### src/rtl/sync_fifo_flags.sv
// sync_fifo_flags: single-clock FIFO with optional FWFT read, threshold flags, count, sticky errors and sync clear
module sync_fifo_flags #(
    parameter int DATA_WIDTH = 8,
    parameter int ADDR_WIDTH = 4,
    parameter int FWFT       = 0,
    parameter int AF_LEVEL   = (1 << ADDR_WIDTH) - 2,
    parameter int AE_LEVEL   = 2
) (
    input  logic                  clk,
    input  logic                  rst_n,
    input  logic                  clr,
    input  logic                  wr_en,
    input  logic [DATA_WIDTH-1:0] din,
    input  logic                  rd_en,
    output logic [DATA_WIDTH-1:0] dout,
    output logic                  full,
    output logic                  empty,
    output logic                  almost_full,
    output logic                  almost_empty,
    output logic [ADDR_WIDTH:0]   count,
    output logic                  overflow,
    output logic                  underflow
);
    localparam int DEPTH = 1 << ADDR_WIDTH;
    localparam logic [ADDR_WIDTH:0] DEPTH_C = {1'b1, {ADDR_WIDTH{1'b0}}};
    localparam logic [ADDR_WIDTH:0] ONE = {{ADDR_WIDTH{1'b0}}, 1'b1};
    localparam logic [ADDR_WIDTH:0] AF_C = (ADDR_WIDTH+1)'(AF_LEVEL);
    localparam logic [ADDR_WIDTH:0] AE_C = (ADDR_WIDTH+1)'(AE_LEVEL);

    logic [DATA_WIDTH-1:0] mem_q [DEPTH];
    logic [ADDR_WIDTH:0]   rd_ptr_q, rd_ptr_d, wr_ptr_q, wr_ptr_d, count_q, count_d;
    logic                  ovf_q, ovf_d, udf_q, udf_d;
    logic                  read_ok, write_ok;
    logic                  unused_msb;

    assign read_ok      = rd_en & ~empty;
    assign write_ok     = wr_en & (~full | read_ok);
    assign count        = count_q;
    assign full         = count_q == DEPTH_C;
    assign empty        = count_q == '0;
    assign almost_full  = count_q >= AF_C;
    assign almost_empty = count_q <= AE_C;
    assign overflow     = ovf_q;
    assign underflow    = udf_q;
    assign unused_msb   = rd_ptr_q[ADDR_WIDTH] ^ wr_ptr_q[ADDR_WIDTH];

    // next-state: clear wins and swallows any access in the same cycle
    always_comb begin
        rd_ptr_d = clr ? '0 : read_ok  ? rd_ptr_q + ONE : rd_ptr_q;
        wr_ptr_d = clr ? '0 : write_ok ? wr_ptr_q + ONE : wr_ptr_q;
        count_d  = clr ? '0 : (write_ok & ~read_ok) ? count_q + ONE :
                   (read_ok & ~write_ok) ? count_q - ONE : count_q;
        ovf_d    = ~clr & (ovf_q | (wr_en & ~write_ok));
        udf_d    = ~clr & (udf_q | (rd_en & ~read_ok));
    end

    // state registers
    always_ff @(posedge clk or negedge rst_n) begin
        if (!rst_n) begin
            rd_ptr_q <= '0;
            wr_ptr_q <= '0;
            count_q  <= '0;
            ovf_q    <= 1'b0;
            udf_q    <= 1'b0;
        end else begin
            rd_ptr_q <= rd_ptr_d;
            wr_ptr_q <= wr_ptr_d;
            count_q  <= count_d;
            ovf_q    <= ovf_d;
            udf_q    <= udf_d;
        end
    end

    // storage array, not reset
    always_ff @(posedge clk) begin
        if (!clr && write_ok) mem_q[wr_ptr_q[ADDR_WIDTH-1:0]] <= din;
    end

    generate
        if (FWFT != 0) begin : g_fwft
            assign dout = mem_q[rd_ptr_q[ADDR_WIDTH-1:0]];
        end else begin : g_std
            logic [DATA_WIDTH-1:0] dout_q;
            // registered read: load head word on an accepted pop, hold otherwise
            always_ff @(posedge clk or negedge rst_n) begin
                if (!rst_n) dout_q <= '0;
                else if (clr) dout_q <= '0;
                else if (read_ok) dout_q <= mem_q[rd_ptr_q[ADDR_WIDTH-1:0]];
            end
            assign dout = dout_q;
        end
    endgenerate
endmodule

### config.mk
export PLATFORM = sky130hd
export DESIGN_NAME = sync_fifo_flags
export DESIGN_NICKNAME = d
export VERILOG_FILES = /design/src/rtl/sync_fifo_flags.sv
export SDC_FILE = /design/constraint.sdc
export NUM_CORES = 1
export LEC_CHECK = 0
export CORE_MARGIN = 3
export CORE_UTILIZATION = 49
export DETAILED_ROUTE_END_ITERATION = 6
export PLACE_DENSITY = 0.75
export SETUP_SLACK_MARGIN = 0.5
export SYNTH_ARGS = -nofsm -noshare
export SYNTH_HDL_FRONTEND = slang
export SYNTH_SLANG_ARGS = --single-unit
### constraint.sdc
create_clock -name clk -period 8.3 [get_ports clk]
set_clock_uncertainty 0.15 [all_clocks]
set_input_delay 2.075 -clock clk [delete_from_list [all_inputs] [get_ports clk]]
set_output_delay 2.075 -clock clk [all_outputs]
set_load 0.02 [all_outputs]
# After elaboration in Yosys (flattened, before gate mapping)
# Memories as Yosys holds them, arrays and structs flattened.
# Cells that the tools add are included.
# W data, S select, Z words.
# op_classes
magnitude_cmp	2
eq_ne	1
muxes	11
n_reduce_logical	6
bitwise_logic	16
addsub	4
# op_table
operator	n
$mux W5	7
$mux W8	2
$add A5 B1 Y5 const B	3
$and A1 B1 Y1	8
$eq A5 B5 Y1 const B	1
$ge A5 B4 Y1 const B	1
$le A5 B2 Y1 const B	1
$logic_not A5 Y1	1
$not A1 Y1	5
$sub A5 B1 Y5 const B	1
$reduce_bool A2 Y1	2
$or A1 B1 Y1	3
$reduce_bool A3 Y1	1
$mux W1	2
$logic_and A1 B1 Y1	1
$logic_not A1 Y1	1
# word_totals
mem_bits_rw	128
out_inout_bits	19
word_cells	47
mem_count	1
regBits	25
# memory_table
memory	depth	width	rd	rd_clocked_by_memory_dff	write_ports	line_no	rtl
mem_q	16	8	1	0	1	30	logic [DATA_WIDTH-1:0] mem_q [DEPTH];

# Logic depth before layout (Yosys ltp)
# Gate-level depths: netlist (run 1).
# depth
depth_word	10
mapped_depth	10
depth_no_buf	8

# Worst setup path before layout (run 1)
# No wires, ideal clock.
# synth_timing
path_type	input -> register
start	input port rd_en
end	register count_q[3], in the netlist count[3]
path_buffers	1
path_slack_ps	4010
t_arrival_ps	4062
stages	9
required_ps	8072
path_cell_list	buf_2 > inv_1 > a31oi_1 > nand2_1 > ha_1 > nand3_1 > a21o_1 > a2111oi_0 > o21bai_1
# synth_via
elab_chain_len	6
word_cells_on_any_way	10
# synth_rtl
element	line_no	rtl
start: declaration	14	input logic rd_en,
$and A1 B1 Y1 *	36	assign read_ok = rd_en & ~empty;
$or A1 B1 Y1	37	assign write_ok = wr_en & (~full | read_ok);
$and A1 B1 Y1	37	
$and A1 B1 Y1 or $not A1 Y1 (tied branches)	51, 52	
$mux W5 or $and A1 B1 Y1 (tied branches)	51, 52	
$mux W5 or $reduce_bool A3 Y1 (tied branches)	-	
end signal: assignment	68	count_q <= count_d;
end: declaration	31	logic [ADDR_WIDTH:0] rd_ptr_q, rd_ptr_d, wr_ptr_q, wr_ptr_d, count_q, count_d;
# Every way passes the cells marked *; elsewhere a longest branch is shown, timed or not.
# A chain may end at the register's enable or synchronous reset.

# Final worst setup path (run 1)
# Same ends and word-level chain as after synthesis.

==> results of run 1 <==
## routing by layer
metal	GRT usage [%]	vias up
met2	27.3	114
met3	4.78	4
met5	0	-
met1	23.8	1661
met4	6.95	0
li1	-	1430
## logic make-up (layout without fill, tap and decap cells)
| logic type | after synthesis | count (layout) | synth area share (%) |
|---|---|---|---|
| compound gates | 30 | 30 | 3.99 |
| xor+xnor | 6 | 6 | 0.843 |
| fa+ha+maj | 10 | 10 | 2.13 |
| buf+inv | 26 | 73 | 1.91 |
| flops | 151 | 151 | 70.9 |
| mux | 54 | 54 | 15.2 |
| simple gates | 64 | 64 | 5.08 |
## how the worst min path moves through the flow
stage / startpoint / end / slack [ns] / depth (start not counted)
global placement: underflow / underflow / 0.35 / 2
detailed placement: overflow / overflow / 0.35 / 2
finish: underflow / underflow / 0.35 / 2
CTS: overflow / overflow / 0.37 / 2
floorplan: rd_ptr_q[2] / rd_ptr_q[2] / 0.40 / 2
global route: underflow / underflow / 0.39 / 2
## final cells by class
cell class,instances,area [um^2]
Sequential cell,151,4420
Clock buffer,17,425
Multi-Input combinational cell,164,1700
Clock inverter,15,101
Tap cell,168,210
Timing Repair Buffer,34,333
Inverter,7,26.3
Fill cell,918,5000
## critical path: stages
cell,delay [ns]
clkdlybuf4s50_1,0.70
inv_1,0.15
a31oi_1,0.53
nand2_1,0.28
ha_1,0.39
nand3_1,0.10
a21o_1,0.18
a2111oi_0,0.43
o21bai_1,0.17
## registers in the layout, indices dropped and copies added, names as in the netlist
| name | count |
|---|---|
| wr_ptr_q | 4 |
| mem_q | 128 |
| dout | 8 |
| rd_ptr_q | 4 |
| count | 5 |
| overflow | 1 |
| underflow | 1 |
## stage by stage
stage / cell area (um^2) / util [%] / std cells
finish: 7210 / 59.1 / 556
global route: 7210 / 59.1 / 556
CTS: 7210 / 59.1 / 556
detailed placement: 6690 / 54.7 / 524
global placement: 6690 / 54.7 / 524
floorplan: 6230 / - / 341
## placed cells by master (no fill, tap or decap), types with 2 or more instances in the layout
cell type        netlist  routed
or3b_2                 2       2
buf_4                  1       3
a21oi_1                6       6
xor2_1                 4       4
nand3_1                7       7
o21ai_0                2       2
edfxtp_1             128     128
mux4_2                32      32
clkdlybuf4s50_1        0      31
nor2b_1                2       2
o221ai_1               8       8
inv_1                  7       7
mux2_1                 3       3
nand2_1                7       7
dfrtp_1               23      22
clkinvlp_4             0       3
a31oi_1                3       3
nor2_1                30      30
clkbuf_16              0      17
inv_6                  0       3
xnor2_1                2       2
clkinv_2               0       5
or3_1                  4       4
nand3b_1               9       9
ha_1                   9       9
clkinv_1               0       2
a2111oi_0              2       2
a21o_1                 2       2
mux2i_1               19      19
## power by group
part	switching (W)	leakage [nW]	internal (W)
registers	0.0000592	1.46	0.000857
clock network	0.000303	0.256	0.000381
logic	0.000203	0.651	0.000192
==> impl_metrics.toml, run 1 <==
[run_status]
outcome = "complete, no violations"

[logic_synthesis]
synth_edf_count = 128
yosys_most_used_dff = "edfxtp_1"
yosys.area.top_type = "edfxtp_1"
syn_avg_cell_area_um2 = 18.3
synth.area.top_cells = "edfxtp_1 62%, mux4_2 12%, dfrtp_1 9.2%"
netlist_instances = 341
async_flop_share_pct = 15.2
yosysWarnings = 0
ys_types = 38
synth_common_cells = "128 x edfxtp_1, 32 x mux4_2, 30 x nor2_1"
synth_area_um2 = 6230
synthMostInstantiatedCell = "edfxtp_1"
seq_area_frac_synth_pct = 70.9
ys_ff_latch = 151
synth_fp_nets = 364
synth_top_area_share_pct = 61.7

[pwr]
total_power_w = 0.00200
p_leak_nw = 2.37
power_per_cell_area_nw_per_um2 = 277
irDropWorstVdd_mv = 0.197

[die]
die_h_um = 119
initial_utilization_pct = 51.0
fp.dieW_um = 119
placementRows = 40
ios = 32
core_area_um2 = 12200
dieArea_um2 = 14100

[layout]
syn2layout_area_growth_pct = 15.7
drive_gt1_share_pct = 18.3
n_antenna_cell = 0
fin_nets = 398

[routing]
antenna_left = 0
dr_wl_met2_um = 5850
vias = 3209
drt_iter0_drc = 277
met3_wirelength_um = 896
drc = 0
routed_wl_um = 11600
wl_met1_um = 4830
highest_layer = "met4"
avgRoutedWirePerCell_um = 20.9
drt_pass1_iterations = 4
avgViaCountPerCell = 5.77

[flow_run]
maxCapViolations = 0

[critical_path]
cp_max_fo = 8
reg2reg_from = "count[1]"
critPathKind = "input port to flop"
end_kind = "flop"
cp-endpoint = "count[3]"
critPathLaunch = "rd_en"
regToRegSetupSlack_ns = 4.85
worstPathArrival_ns = 5.00
reg2reg_depth = 8
crit_required_ns = 8.49
start_kind = "input port"
regToRegEndpoint = "count[3]"

[min_path]
hold_path.class = "flop to flop"

[placed_design]
dpl.hpwl_um = 7130
port_buffers = 31
dp_slack_ns = 3.14
routabilityCongestion = 0.771

[clock_tree]
cts_buffer_depth = 2
cts_setup_buffers = 0
cts_tree = "yes"
clkTransAtPathRegs_ns = 0.06
clockRootBuffer = "clkbuf_16"
cts_num_sinks = 151
cts_max_level = 4
cts-buffers-inserted = 17
insertion_delay_ns = 0.42
cts-hold-fix-buffers = 0
ctsResizeCount = 0

[sta]
finalHoldViolCount = 0
slew_headroom_pct = 26.1
min_period_ns = 4.81
worst_pin_slew_ns = 1.11
drv_slew = 0
fin_ws_ns = 3.49
rsz0062_at_grt = "false"
fmax_mhz = 208
setup_violations = 0
fin_tns_setup_ns = 0
hold_ws_ns = 0.352
finalCritPeriodShare_pct = 58.0

[global_route]
grt_pass1_wl_um = 18400
grt_max_degree = 36
grtUsageTotal_pct = 17.5
grt-ovfl-total = 0
grt_antenna_before_repair = 0
grt_pass1_vias = 3295
No activity file was read; power rests on OpenSTA's default activity.
==> inputs of run 2 (changes only) <==
--- a/config.mk
+++ b/config.mk
@@ -8,7 +8,7 @@
 export CORE_MARGIN = 3
 export CORE_UTILIZATION = 49
 export DETAILED_ROUTE_END_ITERATION = 6
-export PLACE_DENSITY = 0.75
+export PLACE_DENSITY = 0.78
 export SETUP_SLACK_MARGIN = 0.5
 export SYNTH_ARGS = -nofsm -noshare
 export SYNTH_HDL_FRONTEND = slang
==> constraint.sdc (replaced) <==
create_clock -name clk -period 4.2 [get_ports clk]
set_clock_uncertainty 0.15 [all_clocks]
set_input_delay 1.05 -clock clk [delete_from_list [all_inputs] [get_ports clk]]
set_output_delay 1.05 -clock clk [all_outputs]
set_load 0.02 [all_outputs]
==> run 2 against run 1 <==
Global-route usage is 0.35 points higher; setup slack got worse by 2.8 ns; sequential power increased by 96%; clock power is 110% higher; combinational power is 100% higher; critical path depth is 6 lower; wire length increased by 0.53%; design area rose by 2.2%; worst hold slack lost 0.0092 ns; largest power group unchanged; total power grew 100%; highest routed layer unchanged.
==> impl_metrics.toml, run 2 (synthesized netlist as in run 1, its figures left out) <==
[routing]
drt_iter0_drc = 255
avgRoutedWirePerCell_um = 20.5
avgViaCountPerCell = 5.63
drt_pass1_iterations = 4
routed_wl_um = 11700
drc = 0
antenna_left = 0
vias = 3217

[pwr]
p_int_w = 0.00296
pwr-share-clk_pct = 35.4
combPwrFrac_pct = 20.0
irDropWorstVdd_mv = 0.416
swShare_pct = 26.7
p_sw_w = 0.00108
p_seq_share_pct = 44.6
power_per_cell_area_nw_per_um2 = 547
p_leak_nw = 2.46

[die]
ios = 32
dieArea_um2 = 14100
placementRows = 40
fp.dieW_um = 119
core_area_um2 = 12200
initial_utilization_pct = 51.0
die_h_um = 119

[critical_path]
critPathLaunch = "count[1]"
start_kind = "flop"
reg2reg_from = "count[1]"
cp_max_fo = 8
reg2reg_depth = 8
regToRegEndpoint = "count[3]"
regToRegSetupSlack_ns = 0.92
cp-endpoint = "full"
worstPathArrival_ns = 2.31
end_kind = "output port"
critPathKind = "flop to output port"
crit_required_ns = 3.00

[global_route]
grt-ovfl-total = 0
grt_pass1_vias = 3357
grt_max_degree = 35
grt_antenna_before_repair = 0
grtUsageTotal_pct = 17.9
grt_pass1_wl_um = 18600

[clock_tree]
cts-hold-fix-buffers = 0
cts_buffer_depth = 2
cts_setup_buffers = 0
cts_tree = "yes"
cts-buffers-inserted = 17
clkTransAtPathRegs_ns = 0.06
cts_max_level = 4
cts_num_sinks = 151
clockRootBuffer = "clkbuf_16"
insertion_delay_ns = 0.41
ctsResizeCount = 0

[sta]
fmax_mhz = 285
slew_headroom_pct = 27.3
drv_slew = 0
fin_tns_setup_ns = 0
fin_ws_ns = 0.695
setup_violations = 0
hold_ws_ns = 0.343
min_period_ns = 3.51
finalCritPeriodShare_pct = 83.5
rsz0062_at_grt = "false"
finalHoldViolCount = 0
worst_pin_slew_ns = 1.09

[placed_design]
routabilityCongestion = 0.821
port_buffers = 31
dpl.hpwl_um = 7480
dp_slack_ns = 0.281

[layout]
largest_reg_flops = 128
drive_gt1_share_pct = 21.3
seq_area_um2 = 4420
fillers = 931
syn2layout_area_growth_pct = 18.3
final_common_cell = "edfxtp_1"
n_antenna_cell = 0
multiInputGateArea_um2 = 1700
final_cell_mix = "128 x edfxtp_1, 32 x mux4_2, 31 x clkdlybuf4s50_1, 30 x nor2_1, 21 x dfrtp_1"
fin_nets = 414

[min_path]
hold_path.class = "flop to flop"

[flow_run]
maxCapViolations = 0

[run_status]
outcome = "complete, no violations"
[run 2: cell count changes in the layout (fill, tap and decap cells not counted), moves of 2 or more]
cell	before	now
buf_4	3	19
clkbuf_1	0	3
clkinv_2	5	2
bufinv_16	0	2
[run 2: layer usage]
layer	global-route usage, %	up-vias	part of all wire, %
li1	-	1464	-
met5	0	-	0
met4	5.94	0	1.2
met3	5.31	13	6.3
met2	29.2	94	51
met1	23.2	1646	41
[run 2: worst max-delay path: stages, from the launching register on]
cell	delay, ns
dfrtp_1	0.47
or4_4	0.65
nor2_1	0.16
clkdlybuf4s50_1	0.62
[run 2: power groups by stage]
stage          logic [W]  registers (W)  clock network [W]
2_1_floorplan   0.000536        0.00183                  0
3_3_place_gp    0.000791        0.00182                  0
3_5_place_dp    0.000810        0.00183                  0
4_1_cts         0.000814        0.00180            0.00146
5_1_grt         0.000876        0.00181            0.00152
6_report        0.000808        0.00180            0.00143
[run 2: layout make-up]
| cell class | count | area share [%] |
|---|---|---|
| Sequential cell | 151 | 60.0 |
| Multi-Input combinational cell | 164 | 23.1 |
| Timing Repair Buffer | 50 | 6.14 |
| Clock buffer | 20 | 5.92 |
| Tap cell | 168 | 2.85 |
| Clock inverter | 11 | 1.68 |
| Inverter | 7 | 0.356 |
[run 2: how the worst min path moves through the flow]
stage / endpoint / cells past startpoint / start
3_3_place_gp: underflow / 2 / underflow
6_report: underflow / 2 / underflow
4_1_cts: underflow / 2 / underflow
5_1_grt: underflow / 2 / underflow
2_1_floorplan: rd_ptr_q[2] / 2 / rd_ptr_q[2]
3_5_place_dp: underflow / 2 / underflow
[run 2: through the flow]
stage	area [um^2]	power (W)	util, %	cells
detailed placement	6810	0.00264	55.7	540
global placement	6810	0.00262	55.7	540
global route	7370	0.00421	60.4	571
floorplan	6230	0.00236	-	341
finish	7370	0.00403	60.4	571
CTS	7370	0.00407	60.3	571
